[src/rtl/uart_tx_queue.sv]
// uart_tx_queue: byte FIFO that buffers CPU writes in front of the UART
// transmitter. It exposes a valid/ready head port for the transmitter and
// full, occupancy and sticky overflow status for software polling.
module uart_tx_queue #(
  parameter int DEPTH_LOG2 = 4
) (
  input  logic                  CLK,
  input  logic                  RST,
  input  logic [7:0]            wr_data,
  input  logic                  wr_en,
  output logic                  full,
  output logic [DEPTH_LOG2:0]   count,
  output logic                  overflow,
  input  logic                  clr_overflow,
  output logic [7:0]            out_data,
  output logic                  out_valid,
  input  logic                  out_ready
);

  localparam int DEPTH = 1 << DEPTH_LOG2;

  // Storage and pointers. Pointers carry one extra bit so that full and
  // empty can be told apart when the low (index) bits are equal.
  logic [7:0]            mem_q [DEPTH];
  logic [DEPTH_LOG2:0]   wp_q, wp_d;
  logic [DEPTH_LOG2:0]   rp_q, rp_d;
  logic                  overflow_q, overflow_d;

  logic                  empty;
  logic                  push;
  logic                  pop;
  logic                  drop;

  // Status flags, all derived from registered pointers only.
  assign empty     = (wp_q == rp_q);
  assign full      = (wp_q[DEPTH_LOG2-1:0] == rp_q[DEPTH_LOG2-1:0]) &&
                     (wp_q[DEPTH_LOG2] != rp_q[DEPTH_LOG2]);
  assign count     = wp_q - rp_q;
  assign out_valid = !empty;
  assign overflow  = overflow_q;

  // Head byte is a plain combinational read at the read pointer.
  assign out_data  = mem_q[rp_q[DEPTH_LOG2-1:0]];

  // A push while full is dropped even if a pop frees a slot this cycle.
  assign push = wr_en && !full;
  assign drop = wr_en && full;
  assign pop  = out_valid && out_ready;

  // Next-state for pointers and the sticky overflow flag.
  // NOTE: combinational blocks use blocking '=' with a default assignment
  // first, so every path assigns every output and no latch is inferred.
  always_comb begin
    wp_d       = wp_q;
    rp_d       = rp_q;
    overflow_d = overflow_q;
    if (push) wp_d = wp_q + 1'b1;
    if (pop)  rp_d = rp_q + 1'b1;
    // A dropped push in the same cycle as a clear keeps the flag set.
    if (drop)              overflow_d = 1'b1;
    else if (clr_overflow) overflow_d = 1'b0;
  end

  // Pointer and flag registers; reset wins over any push, pop or clear.
  // NOTE: sequential state is updated with non-blocking '<=' so all
  // registers see the pre-edge values regardless of block ordering.
  always_ff @(posedge CLK) begin
    if (RST) begin
      wp_q       <= '0;
      rp_q       <= '0;
      overflow_q <= 1'b0;
    end else begin
      wp_q       <= wp_d;
      rp_q       <= rp_d;
      overflow_q <= overflow_d;
    end
  end

  // Byte array write port.
  // NOTE: the array is deliberately not reset; empty pointers make stale
  // contents unobservable, and leaving it unreset lets it map to RAM.
  always_ff @(posedge CLK) begin
    if (push && !RST) mem_q[wp_q[DEPTH_LOG2-1:0]] <= wr_data;
  end

endmodule

[config.mk]
export PLATFORM = sky130hd
export DESIGN_NAME = uart_tx_queue
export DESIGN_NICKNAME = d
export VERILOG_FILES = /design/src/rtl/uart_tx_queue.sv
export SDC_FILE = /design/constraint.sdc
export NUM_CORES = 1
export LEC_CHECK = 0
export ABC_AREA = 1
export CAP_MARGIN = 20
export CORE_MARGIN = 2
export CORE_UTILIZATION = 44
export CTS_CLUSTER_DIAMETER = 30
export CTS_CLUSTER_SIZE = 40
export DETAILED_ROUTE_END_ITERATION = 8
export GPL_ROUTABILITY_DRIVEN = 0
export SYNTH_ARGS = -nofsm -noshare
export SYNTH_HDL_FRONTEND = slang
export SYNTH_SLANG_ARGS = --single-unit
[constraint.sdc]
create_clock -name CLK -period 2.88 [get_ports CLK]
set_input_delay 0.432 -clock CLK [delete_from_list [all_inputs] [get_ports CLK]]
set_output_delay 0.432 -clock CLK [all_outputs]
set_load 0.005 [all_outputs]
# [After elaboration in Yosys (flattened, before gate mapping)]
# Memory sizes are Yosys's and may differ from the RTL's. A register that Yosys moved wholly into a read port is not among the register bits.
# Cells that the tools add are included.
[classes] addsub=3 n_eq_ne=3 mux=6 reduce_logical=9
[op_table] cell="5-bit by 1-bit adder with 5-bit output, second input constant" count=2
[op_table] cell="4-bit two-way mux" count=2
[op_table] cell="5-bit equality test" count=1
[op_table] cell="1-bit logical AND" count=5
[op_table] cell="5-bit subtractor" count=1
[op_table] cell="4-bit equality test" count=1
[op_table] cell="1-bit two-way mux" count=4
[op_table] cell="1-bit zero test" count=3
[op_table] cell="2-bit nonzero test" count=1
[op_table] cell="1-bit != test" count=1
[word_totals] register_bits=11 ramBits=128 inputBits=13 elab_cells=25 mem_count=1
[memory_table] memory="mem_q" depth=16 word_bits=8 read_ports=1 rd_ports_with_merged_regs=1 write_ports=1 line="24" rtl="logic [7:0] mem_q [DEPTH];"

# [Longest topological paths before layout]
[depth] depth_word=7 depth_mapped=10 depth_no_buf=9

# [Worst setup path after synthesis]
# No wires, ideal clock.
[synth_timing] path_kind="register to register" startpoint="reg rp_q[2]" endpoint="mem mem_q[15][0] (enable)" setup_time_ns=0.383 arrival_ns=1.829 required_time_ns=2.497 path_slack_ns=0.667 stages_incl_launch_ff=9 path_buffers=1 synth_period_minus_slack_ns=2.213 path_cell_list="dfxtp_1 > clkbuf_1 > inv_1 > ha_1 > nand2_2 > nor2_4 > nand2_4 > nand2_8 > nor3_1"
[synth_via] elab_chain_cells=7
[synth_rtl] element="start: declaration" line="26" rtl="logic [DEPTH_LOG2:0] rp_q, rp_d;"
[synth_rtl] element="start signal: assignment" line="74" rtl="rp_q <= rp_d;"
[synth_rtl] element="4-bit equality test" line="36" rtl="assign full = (wp_q[DEPTH_LOG2-1:0] == rp_q[DEPTH_LOG2-1:0]) &&"
[synth_rtl] element="1-bit logical AND" line="36"
[synth_rtl] element="1-bit zero test" line="46" rtl="assign push = wr_en && !full;"
[synth_rtl] element="1-bit logical AND" line="46"
[synth_rtl] element="1-bit logical AND" line="83" rtl="if (push && !RST) mem_q[wp_q[DEPTH_LOG2-1:0]] <= wr_data;"
[synth_rtl] element="1-bit two-way mux" line="83"
[synth_rtl] element="1-bit two-way mux (implied by the code)" line="83"
[synth_rtl] element="end: declaration" line="24"
# No other way between the ends.

# [Worst setup path after layout]
[layout_timing] startpoint="reg rp_q[0]" endpoint="out count[4]"
[layout_via] elab_chain_cells=1
[layout_rtl] element="5-bit subtractor" line="38" rtl="assign count = wp_q - rp_q;"
[layout_rtl] element="end: declaration" line="12" rtl="output logic [DEPTH_LOG2:0] count,"
# No other way between the ends.

==> results.py <==
metrics = {
    "run_status": {
        "outcome": "finished clean",
    },
    "power": {
        "pwr-share-clk_pct": 43.7,
        "ir_drop_uv": 423,
        "powerDensity_nw_per_um2": 713,
        "seqPwrFrac_pct": 42.1,
        "pwr-share-comb_pct": 14.2,
        "p_sw_mw": 1.29,
        "power.leakage_nw": 3.31,
        "switching_share_pct": 23.5,
        "intPower_mw": 4.20,
        "design_power_total_mw": 5.49,
    },
    "floorplanning": {
        "start_util_pct": 45.0,
        "die-area_um2": 15800,
        "io-pin-count": 29,
        "rows": 44,
        "core-area_um2": 14500,
        "die_y_um": 126,
        "die_w_um": 126,
    },
    "clock_tree": {
        "cts_tree": "built",
        "holdBufCountCts": 0,
        "htreeDepth": 4,
        "path_clk_slew_ns": 0.06,
        "ctsResizeCount": 0,
        "cts_made_buffers": 17,
        "post-cts-setup-buffer-count": 0,
        "max-clock-path-buffers": 2,
        "clk_root_buffer_cell": "clkbuf_16",
        "cts.sink_count": 143,
        "insertion_delay_ns": 0.42,
    },
    "final_layout": {
        "stdcell_area_um2": 7700,
        "fin_cells": 902,
        "nNetsFinal": 728,
        "seq_area_um2": 4150,
        "multi_input_area_um2": 1780,
        "nFillCells": 1291,
        "drive_gt1_share_pct": 9.61,
        "diodes": 0,
        "area_growth_pct": 18.3,
    },
    "synthesis": {
        "avgSynthCellArea_um2": 9.83,
        "async_flop_share_pct": 0,
        "yosysSeqAreaShare_pct": 63.7,
        "synth_cells": 662,
        "syn_area_um2": 6510,
        "ys.flop_type": "edfxtp_1",
        "yosysUniqueCellTypes": 28,
        "synth_fp_nets": 685,
        "ys_seq_elements": 143,
        "synth-edff-count": 128,
        "yosysWarnings": 0,
    },
    "timing": {
        "finalSetupTns_ns": 0,
        "period_minus_slack_ns": 2.75,
        "fin_crit_sh_pct": 95.4,
        "setup_violations": 0,
        "whs_ns": 0.468,
        "hold_viol": 0,
        "worst_pin_slew_ns": 0.719,
        "fin_worst_skew_ns": 0.0119,
        "slew_headroom_pct": 51.9,
        "fmax_ghz": 0.364,
        "grt_setup_unrepaired": "no",
        "drv_slew": 0,
    },
    "drt": {
        "drtAntennaViolNets": 0,
        "wl_um": 14000,
        "drc": 0,
        "routed_via_density": 4.91,
        "drt_iter0_markers": 332,
        "dr.pass1.iters": 4,
        "via_count": 4425,
        "wl_per_cell_um": 15.6,
    },
    "grt": {
        "antenna_found_initial": 0,
        "grt_pass1_wl_um": 22500,
        "grt_max_degree": 39,
        "track_usage_pct": 18.6,
        "grt-ovfl-total": 0,
        "grt_pass1_vias": 4399,
    },
    "critical_path": {
        "crit_path_max_fanout": 6,
        "cp_top_family": "buffers and inverters",
        "arrival_ns": 2.32,
        "start_kind": "flop",
        "cp_data_required_time_ns": 2.45,
        "end_kind": "output port",
        "slowest_delay_ns": 0.52,
        "crit_chain": "ha_1, inv_1, fa_1, nand3_1, nand2_1, xor2_1, clkdlybuf4s50_1",
        "worstSetupPathType": "flop to output port",
        "cp_slowest_cell": "clkdlybuf4s50_1",
        "critPathBufInv": 2,
    },
    "place": {
        "dp_cells": 870,
        "portBuffers": 28,
        "place_area_um2": 7050,
        "dp_hpwl_um": 8830,
    },
    "job": {
        "max_cap_violations": 0,
    },
    "hold_path": {
        "holdCritPathClass": "flop to flop",
    },
}
-- state kept, by name, indices dropped and copies added (netlist names), named ones only --
name      cells
overflow      1
mem_q       128
wp_q          5
rp_q          5
-- cell families after synthesis --
logic type                 share of synthesized area [%]
AOI/OAI and AO/OA                                  0.999
xor gates and xnor gates                           0.673
adders and majority gates                           2.04
buffers and inverters                               9.05
DFF                                                 63.7
and+or+nand+nor                                     23.6
-- layer usage --
metal	track usage, %	vias to the layer above	routed length, µm
met2	30.9	98	6960
met1	23.8	2093	6170
met3	3.78	18	692
met5	0	-	0
li1	-	2216	-
met4	8.17	0	219
-- metrics by stage --
stage | setup WS [ns] | utilization [%]
4_1_cts | 0.0628 | 53.2
5_1_grt | 0.00627 | 53.2
3_5_place_dp | 0.524 | 48.7
3_3_place_gp | 0.548 | 48.7
2_1_floorplan | 0.667 | -
6_report | 0.132 | 53.2
-- synthesized netlist by cell type, types with 3 or more instances --
master	count	area share, %
nand2_2	3	0.29
nor2_1	25	1.4
clkbuf_1	7	0.40
nand2_4	5	0.86
inv_2	3	0.17
nand4_1	4	0.38
nand2_1	194	11
nand3_1	108	8.3
o21ai_0	3	0.23
xor2_1	5	0.67
edfxtp_1	128	59
buf_2	16	1.2
ha_1	9	1.7
a21oi_1	9	0.69
inv_1	116	6.7
dfxtp_1	15	4.6
-- worst register-to-register path, cell delays in order (launching register included) --
cell,delay [ns]
dfxtp_1,0.55
ha_1,0.37
nand2_2,0.11
nor2_4,0.05
nand2_4,0.11
nand2_8,0.09
nor2_8,0.15
nand2_4,0.08
nor2_1,0.10
buf_4,0.21
-- path summary, 6_finish.rpt --
check        startpoint  depth (start not counted)  slack (ns)      endpoint
max             rp_q[0]                          7        0.13      count[4]
min            overflow                          2        0.47      overflow
max reg2reg     wp_q[2]                          9        0.77  mem_q[13][4]
min reg2reg    overflow                          2        0.47      overflow
-- cell type report --
| type | count | share of cell area [%] |
|---|---|---|
| sequential | 143 | 53.8 |
| multi-input combinational | 373 | 23.1 |
| timing repair buffer | 51 | 5.88 |
| inverter | 119 | 5.80 |
| clock buffer | 17 | 5.52 |
| tap | 184 | 2.99 |
| clock inverter | 15 | 2.89 |
-- power groups by stage --
| stage | registers [mW] | clock network, mW | logic (mW) |
|---|---|---|---|
| CTS | 2.31 | 2.45 | 0.790 |
| floorplan | 2.34 | 0 | 0.487 |
| detailed placement | 2.35 | 0 | 0.783 |
| finish | 2.31 | 2.40 | 0.779 |
| global route | 2.31 | 2.53 | 0.869 |
| global placement | 2.35 | 0 | 0.772 |
-- placed cells by master (no fill, tap or decap), drive strengths merged --
master and n:
nand2 203, edfxtp 128, inv 119, nand3 109
clkdlybuf4s50 28, nor2 28, buf 23, clkbuf 17
dfxtp 15, a21oi 9, ha 9, clkinv 8
bufinv 6, xor2 5, nand4 4, o21ai 4
nor3 1, fa 1, clkinvlp 1
Note: power is estimated with default switching activity, not from simulation.
